[config.mk]
export PLATFORM = sky130hd
export DESIGN_NAME = pad_mux_cfg_ctrl
export DESIGN_NICKNAME = d
export VERILOG_FILES = /design/src/rtl/pad_mux_cfg_pkg.sv /design/src/rtl/pad_mux_seq_timer.sv /design/src/rtl/pad_mux_cfg_ctrl.sv
export SDC_FILE = /design/constraint.sdc
export NUM_CORES = 1
export LEC_CHECK = 0
export CAP_MARGIN = 15
export CORE_MARGIN = 2
export CORE_UTILIZATION = 52
export CTS_CLUSTER_DIAMETER = 100
export DETAILED_ROUTE_END_ITERATION = 8
export PLACE_DENSITY = 0.81
export SLEW_MARGIN = 5
export SYNTH_ARGS = -nofsm -noshare
export SYNTH_HDL_FRONTEND = slang
export SYNTH_SLANG_ARGS = --single-unit
[constraint.sdc]
create_clock -name clk -period 3.15 [get_ports clk]
set_input_delay 0.63 -clock clk [delete_from_list [all_inputs] [get_ports clk]]
set_output_delay 0.63 -clock clk [all_outputs]
set_load 0.02 [all_outputs]
[src/rtl/pad_mux_cfg_pkg.sv]
// Shared types and defaults for the pad mux configuration sequencer.
// Holds the sequencer state encoding and the per-pad slice helper.
package pad_mux_cfg_pkg;

  typedef enum logic [2:0] {
    IDLE,
    QUIESCE,
    UPDATE,
    SETTLE,
    DONE
  } state_t;

  localparam int DEF_FUNC_SEL_W = 2;
  localparam int DEF_TEST_SEL_W = 4;
  localparam int DEF_FUNC_WIDTH = 4;
  localparam int DEF_TEST_WIDTH = 15;

  function automatic int pad_off(input int idx, input int w);
    return idx * w;
  endfunction

endpackage

[src/rtl/pad_mux_seq_timer.sv]
// Loadable down counter used for the quiesce and settle waits.
// Holds at zero; load takes priority over decrement.
module pad_mux_seq_timer #(
  parameter int W = 2
) (
  input  logic         clk,
  input  logic         rst,
  input  logic         load,
  input  logic [W-1:0] load_val,
  input  logic         dec,
  output logic [W-1:0] value,
  output logic         zero
);

  always_ff @(posedge clk or posedge rst) begin
    if (rst) begin
      value <= '0;
    end else if (load) begin
      value <= load_val;
    end else if (dec && (value != '0)) begin
      value <= value - 1'b1;
    end
  end

  assign zero = (value == '0);

endmodule

[src/rtl/pad_mux_cfg_ctrl.sv]
// Glitch-safe sequencer for the per-pad func/test selects: quiesce, update, settle, release.
// Accepts one write at a time (wr_ready in IDLE/DONE); rejects and no-op writes finish in one cycle.
module pad_mux_cfg_ctrl
  import pad_mux_cfg_pkg::*;
#(
  parameter int N_PADS      = 10,
  parameter int FUNC_SEL_W  = DEF_FUNC_SEL_W,
  parameter int TEST_SEL_W  = DEF_TEST_SEL_W,
  parameter int FUNC_WIDTH  = DEF_FUNC_WIDTH,
  parameter int TEST_WIDTH  = DEF_TEST_WIDTH,
  parameter int QUIESCE_CYC = 2,
  parameter int SETTLE_CYC  = 2
) (
  input  logic                           clk,
  input  logic                           rst,
  input  logic                           wr_valid,
  output logic                           wr_ready,
  input  logic                           wr_all,
  input  logic [$clog2(N_PADS)-1:0]      wr_idx,
  input  logic [FUNC_SEL_W-1:0]          wr_func_sel,
  input  logic [TEST_SEL_W-1:0]          wr_test_sel,
  input  logic                           wr_mode,
  output logic                           done,
  output logic                           err,
  output logic                           busy,
  output logic [N_PADS*FUNC_SEL_W-1:0]   func_sel,
  output logic [N_PADS*TEST_SEL_W-1:0]   test_sel,
  output logic [N_PADS-1:0]              func_test_sel,
  output logic [N_PADS-1:0]              pad_quiet,
  input  logic [$clog2(N_PADS)-1:0]      rd_idx,
  output logic [FUNC_SEL_W-1:0]          rd_func_sel,
  output logic [TEST_SEL_W-1:0]          rd_test_sel,
  output logic                           rd_mode
);

  localparam int IDX_W = $clog2(N_PADS);
  localparam int MAX_CYC = (QUIESCE_CYC > SETTLE_CYC) ? QUIESCE_CYC : SETTLE_CYC;
  localparam int TMR_W = $clog2(MAX_CYC + 1);
  localparam logic [TMR_W-1:0] Q_LD = TMR_W'(QUIESCE_CYC - 1);
  localparam logic [TMR_W-1:0] S_LD = TMR_W'(SETTLE_CYC - 1);

  state_t state, state_n;

  logic                  req_all;
  logic [IDX_W-1:0]      req_idx;
  logic [FUNC_SEL_W-1:0] req_func_sel;
  logic [TEST_SEL_W-1:0] req_test_sel;
  logic                  req_mode;

  logic              wr_bad, wr_same, wr_acc;
  logic [N_PADS-1:0] tgt;
  logic              tmr_load, tmr_dec, tmr_zero;
  logic [TMR_W-1:0]  tmr_load_val, tmr_value;

  pad_mux_seq_timer #(.W(TMR_W)) u_timer (
    .clk      (clk),
    .rst      (rst),
    .load     (tmr_load),
    .load_val (tmr_load_val),
    .dec      (tmr_dec),
    .value    (tmr_value),
    .zero     (tmr_zero)
  );

  assign wr_ready = (state == IDLE) || (state == DONE);
  assign wr_acc   = wr_valid && wr_ready;
  assign busy     = (state == QUIESCE) || (state == UPDATE) || (state == SETTLE);
  assign done     = (state == DONE);
  assign pad_quiet = busy ? tgt : '0;

  assign wr_bad = (!wr_all && (32'(wr_idx) >= N_PADS)) ||
                  (32'(wr_func_sel) >= FUNC_WIDTH) ||
                  (32'(wr_test_sel) >= TEST_WIDTH);

  // A write is a no-op only if every pad it targets already holds the full triple.
  always_comb begin
    wr_same = 1'b1;
    for (int i = 0; i < N_PADS; i++) begin
      if (wr_all || (32'(wr_idx) == i)) begin
        if ((func_sel[pad_off(i, FUNC_SEL_W) +: FUNC_SEL_W] != wr_func_sel) ||
            (test_sel[pad_off(i, TEST_SEL_W) +: TEST_SEL_W] != wr_test_sel) ||
            (func_test_sel[i] != wr_mode)) begin
          wr_same = 1'b0;
        end
      end
    end
  end

  always_comb begin
    tgt = '0;
    for (int i = 0; i < N_PADS; i++) begin
      tgt[i] = req_all || (32'(req_idx) == i);
    end
  end

  always_ff @(posedge clk or posedge rst) begin
    if (rst) begin
      state <= IDLE;
    end else begin
      state <= state_n;
    end
  end

  always_comb begin
    state_n      = state;
    tmr_load     = 1'b0;
    tmr_load_val = '0;
    tmr_dec      = 1'b0;
    unique case (state)
      IDLE, DONE: begin
        state_n = IDLE;
        if (wr_valid && !wr_bad) begin
          if (wr_same) begin
            state_n = DONE;
          end else begin
            state_n      = QUIESCE;
            tmr_load     = 1'b1;
            tmr_load_val = Q_LD;
          end
        end
      end
      QUIESCE: begin
        if (tmr_zero) state_n = UPDATE;
        else          tmr_dec = 1'b1;
      end
      UPDATE: begin
        state_n      = SETTLE;
        tmr_load     = 1'b1;
        tmr_load_val = S_LD;
      end
      SETTLE: begin
        if (tmr_zero) state_n = DONE;
        else          tmr_dec = 1'b1;
      end
      default: state_n = IDLE;
    endcase
  end

  always_ff @(posedge clk or posedge rst) begin
    if (rst) begin
      req_all      <= 1'b0;
      req_idx      <= '0;
      req_func_sel <= '0;
      req_test_sel <= '0;
      req_mode     <= 1'b0;
      err          <= 1'b0;
    end else begin
      err <= wr_acc && wr_bad;
      if (wr_acc && !wr_bad) begin
        req_all      <= wr_all;
        req_idx      <= wr_idx;
        req_func_sel <= wr_func_sel;
        req_test_sel <= wr_test_sel;
        req_mode     <= wr_mode;
      end
    end
  end

  // Selects only move in UPDATE, where every targeted pad is already quiet.
  always_ff @(posedge clk or posedge rst) begin
    if (rst) begin
      func_sel      <= '0;
      test_sel      <= '0;
      func_test_sel <= '0;
    end else if (state == UPDATE) begin
      for (int i = 0; i < N_PADS; i++) begin
        if (tgt[i]) begin
          func_sel[pad_off(i, FUNC_SEL_W) +: FUNC_SEL_W] <= req_func_sel;
          test_sel[pad_off(i, TEST_SEL_W) +: TEST_SEL_W] <= req_test_sel;
          func_test_sel[i]                               <= req_mode;
        end
      end
    end
  end

  always_comb begin
    rd_func_sel = '0;
    rd_test_sel = '0;
    rd_mode     = 1'b0;
    for (int i = 0; i < N_PADS; i++) begin
      if (32'(rd_idx) == i) begin
        rd_func_sel = func_sel[pad_off(i, FUNC_SEL_W) +: FUNC_SEL_W];
        rd_test_sel = test_sel[pad_off(i, TEST_SEL_W) +: TEST_SEL_W];
        rd_mode     = func_test_sel[i];
      end
    end
  end

endmodule
# Word level (Yosys, flattened, before mapping)
# Index checks and enable logic that the tools add are counted.
[word_totals]
input_bits = 19
regBits = 88
output_inout_bits = 91
elab_cells = 242
[classes]
reduce_logical = 72
muxes = 66
magnitude_cmp = 2
n_eq_ne = 63
addsub = 1
[ops]
columns = ["operator", "count"]
rows = [
  ["== test 4 x 3 -> 1 bit (second input constant)", 12],
  ["logical OR 1 bit", 44],
  ["two-way mux 4 bit", 10],
  ["!= test 4 bit", 10],
  ["two-way mux 1 bit", 36],
  ["== test 4 x 2 -> 1 bit (second input constant)", 6],
  ["== test 4 bit (second input constant)", 6],
  ["two-way mux 2 bit", 12],
  ["AND reduction 2 bit", 11],
  ["!= test 2 bit", 10],
  ["== test 4 x 1 -> 1 bit (second input constant)", 3],
  ["zero test 4 bit", 3],
  ["two-way mux 3 bit", 4],
  ["one-hot mux 3 bit (4 select lines)", 1],
  ["two-way mux 10 bit", 1],
  ["!= test 1 bit", 10],
  ["greater-or-equal comparator 4 bit (second input constant)", 2],
  ["== test 3 x 2 -> 1 bit (second input constant)", 2],
  ["logical AND 1 bit", 6],
  ["!= test 2 bit (second input constant)", 2],
  ["one-hot mux 1 bit (2 select lines)", 2],
  ["nonzero test 2 bit", 2],
  ["OR reduction 2 bit", 2],
  ["== test 3 x 1 -> 1 bit (second input constant)", 1],
  ["5 further kinds", 6],
]

# Longest topological paths before layout
[depth]
ltp_word = 27
ltp_mapped = 8
depth_no_buf = 6

# Hierarchy
# From an unflattened synthesis, not the netlist that was laid out.
[unflattened]
hier_cells = 478
hier_area_um2 = 5222.5
[by_module_without_submodules]
columns = ["mod", "area_each_um2", "cells_per_inst", "seq_area_each_um2", "n_inst"]
rows = [
  ["pad_mux_cfg_ctrl", 5087.4, 465, 2152.1, 1],
  ["pad_mux_seq_timer", 135.1, 13, 50.0, 1],
]

# Worst setup path after synthesis
# OpenSTA, ideal clock, no wires.
[synth_timing]
path_type = "input-to-output"
start = "input rd_idx[0]"
end = "output rd_test_sel[2]"
stages = 6
arrival_time_ns = 2.098
path_slack_ns = 0.422
t_required_ns = 2.520
path_buffers = 3
cell_sequence = "buf_2 buf_1 buf_1 nand4_1 o211a_1 o221ai_1"
[synth_via]
elab_chain_cells = 11
word_cells_on_any_way = 20
classes_between = "9 x eq/ne; 10 x mux; 1 x reduce/logical"
[synth_lines]
columns = ["element", "line_no", "text"]
rows = [
  ["from (decl)", "pad_mux_cfg_ctrl.sv:30", "input logic [$clog2(N_PADS)-1:0] rd_idx,"],
  ["zero test 4 bit", "pad_mux_cfg_ctrl.sv:181", "if (32'(rd_idx) == i) begin"],
  ["two-way mux 4 bit (9 in series)", "pad_mux_cfg_ctrl.sv:181", ""],
  ["two-way mux 4 bit *", "pad_mux_cfg_ctrl.sv:181", ""],
  ["to (decl)", "pad_mux_cfg_ctrl.sv:32", "output logic [TEST_SEL_W-1:0] rd_test_sel,"],
]
# Every way passes the cells marked *; elsewhere a longest branch is shown, timed or not.

# Final worst setup path
[layout_timing]
start = "input rd_idx[1]"
end = "output rd_mode"
[layout_via]
elab_chain_cells = 11
word_cells_on_any_way = 20
classes_between = "9 x eq/ne; 10 x mux; 1 x reduce/logical"
[layout_lines]
columns = ["element", "line_no", "text"]
rows = [
  ["zero test 4 bit", "pad_mux_cfg_ctrl.sv:181", ""],
  ["two-way mux 1 bit (9 in series)", "pad_mux_cfg_ctrl.sv:181", ""],
  ["two-way mux 1 bit *", "pad_mux_cfg_ctrl.sv:181", ""],
  ["to (decl)", "pad_mux_cfg_ctrl.sv:33", "output logic rd_mode"],
]
# Marks and branches as above.

==> results.md <==
- Worst hold-check slack: between 0.5 and 0.6 ns
- Status: completed
- # DRC: 0
- Final TNS setup: 0 ns
- Average size of a mapped cell: between 10 and 15 um^2
- CTS Buffer Depth: 2
- Crit share post-route: 0.975
- Critical Path Fanout Max: 12
- Number of CTS-inserted buffers: 9
- Net Count, Synth: 497
- # fillers: 777
- CTS tree: yes
- PortBufs: around 110
- WP data arrival: 2.44 ns
- Die extent in x: 104 um
- Vias in the first global route: 4465
- Vias/cell: 5.89
- Post-Place Cells: ~740
- Final instance area: between 6000 and 7000 um^2
- GRT Util Overall: 0.310
- Root buffer cell: clkbuf_8
- Grt total ovfl: 0
- Clk_lat worst skew: between 0.3 and 0.4 ns
- Clock skew: approximately 0.011 ns
- Synth-to-layout area growth: 33.6%
- Sequential cell area fraction in the yosys report: 0.425
- Yosys top cell area share: 0.425
- Flops & latches, synth: about 90
- Element type at the critical path start: input pin
- Hold_buf cts: 0
- CTS clock-pin slew for the worst setup and hold paths: about 0.09 ns
- Synthesized cell area: 5180 um^2
- Maxcap violations: 0
- Hold Crit Class: register to register
- Crit end category: output port
- Max Freq: 0.326 GHz
- Placement Cell Area: roughly 6700 um^2
- WL per Instance: 21.7 um
- H-Tree Level Count: 3
- Diodes inserted: 0
- Top cells by area, synth: dfrtp_1 (43%), mux2_2 (18%), xor2_1 (6.9%)
- Synth area leader: dfrtp_1
- Final setup fails: 0
- Final HPWL DP: 12000 um
- Share of cells above drive strength 1: 0.266
- Syn. warnings: 0
- Sinks on the clock net: 88
- Total power divided by cell area: about 1100 nW/um^2
- Pre-antenna DRT Iters: 5
- RSZ-0062 raised after global routing: true
- ANT nets after route: 0
- Kind of critical path: input pin to output port
- I/O pins: 110
- Die area: between 10000 and 15000 um^2
- First-pass GRT wire length: 25600 um
- Max-slew violation count: 0
- Worst Path Required: 2.52 ns
- P_leak: ~0.0029 uW
- Row cnt: 36
- Synth cell types: 43
- Routed wire length: between 15000 and 20000 um
- Core Region: 9730 um^2
- Final #Nets: ~640
- Die Ht: ~100 um
- DR iter-0 viols: between 200 and 300
- Fin. Hold Viols: 0
- Via count: between 4000 and 5000
- Initial core utilization: 0.532
- Post-Synthesis Cells: between 400 and 500
- Fin cells: around 760
- Core Util, Final: 0.711
- Slew headroom: 0.376
- Largest net degree at the start of global routing: between 80 and 90
- Maximum vdd drop: 635 uV
- RePlAce Congestion: around 0.94
- Measured slew at the worst slew-check pin: 0.929 ns
- Initial antenna violation count: 0
- Tmin final: roughly 3.1 ns
## worst max-delay path, stage by stage
cell	delay, ns
clkdlybuf4s50_1	0.45
buf_4	0.18
buf_4	0.19
mux4_2	0.33
mux2i_2	0.18
o21ai_0	0.11
o31a_1	0.12
clkdlybuf4s15_2	0.25
## routing by layer
layer,track usage,wire [um],up-vias
met5,0,0,-
met4,0.124,541,0
met3,0.0554,950,31
met2,0.488,7560,177
met1,0.427,7320,2236
li1,-,-,2010
## repair_timing
action	4_1_cts	5_1_grt
endpoints found under the setup margin	7	7
endpoints found under the hold margin	0	0
pin swaps	0	1
buffers inserted	0	3
cloned	0	0
gates resized for setup	21	21
## flip-flops by register name, summed over array words and instances, names as in the netlist
signal	cells
func_test_sel	10
req_idx	4
err	1
req_test_sel	4
state	3
req_all	1
u_timer.value	2
func_sel	20
req_func_sel	2
test_sel	40
req_mode	1
## synthesized netlist by cell type
library cell and instances:
o22ai_1 4, and2_1 9, inv_1 6, o21ai_0 11
a21oi_1 20, dfrtp_1 88, a32o_1 2, xor2_1 41
o31ai_1 1, and3b_1 1, xnor2_1 31, and3_1 3
mux2_2 81, buf_1 3, nor2b_1 12, o211ai_1 3
buf_2 6, nor3b_1 2, nor4_1 12, o31a_1 1
o221ai_1 2, a41oi_1 11, nand2b_1 4, buf_4 1
mux4_2 2, nor3_1 1, a31o_2 1, nand2_1 29
o21ai_1 3, o211a_1 2, nor4_2 1, nand4b_1 1
nand3_1 3, o32ai_1 3, a31oi_1 9, buf_6 3
nor2_1 20, a21o_1 9, o21a_1 5, clkbuf_1 15
mux2i_1 11, ha_1 1, nand4_1 3
## worst paths after layout
kind	endpoint	cells past startpoint	slack, ns	from
max in group asynchronous	func_sel[19]	3	2.12	rst
max reg2reg	u_timer.value[1]	8	1.04	func_test_sel[7]
min	state[1]	1	0.54	state[2]
min reg2reg	state[1]	1	0.54	state[2]
min in group asynchronous	test_sel[8]	3	0.68	rst
max	rd_mode	8	0.08	rd_idx[1]
## through the flow
step                      power [uW]  setup slack, ns
final                           7390           0.0789
after global routing            7760          -0.0109
after CTS                       7370          0.00870
after detailed placement        6530           -0.380
after global placement          6460           -0.365
after floorplan                 4640            0.241
## kinds of logic (layout without fill, tap and decap cells)
logic type      after synthesis  count (layout)  synth area share
buf+inv                      34             180            0.0312
compound gates               87              87             0.113
flops                        88              88             0.425
xor+xnor                     72              72             0.122
mux                          94              94             0.206
fa+ha+maj                     1               1           0.00242
simple gates                101             101             0.100
## power breakdown
group / internal [uW] / switching (uW) / total, uW
clock network: 374 / 438 / 811
logic: 2080 / 1790 / 3870
registers: 1690 / 1020 / 2710
## layout by cell type (no fill, tap or decap), types with 4 or more instances in the layout
master	count
o21a_1	5
nor2b_1	10
nor4_1	12
clkdlybuf4s50_1	100
clkbuf_8	9
nand2b_1	4
mux2_2	81
xor2_1	41
a41oi_1	11
a21o_1	9
buf_4	44
nand2_1	29
and2_1	9
inv_1	5
xnor2_1	31
a21oi_1	20
o21ai_0	11
mux2i_1	8
a31oi_1	9
nor2_1	19
dfrtp_1	88
o22ai_1	4
## final cells by class
class / count / area, um^2 / share of cell area
Tap cell: 133 / 166 / 0.0241
Multi-Input combinational cell: 355 / 2860 / 0.413
Clock inverter: 7 / 76.3 / 0.0110
Timing Repair Buffer: 158 / 1470 / 0.212
Inverter: 6 / 23.8 / 0.00344
Sequential cell: 88 / 2200 / 0.318
Clock buffer: 9 / 124 / 0.0179
(Power assumes the default switching activity.)
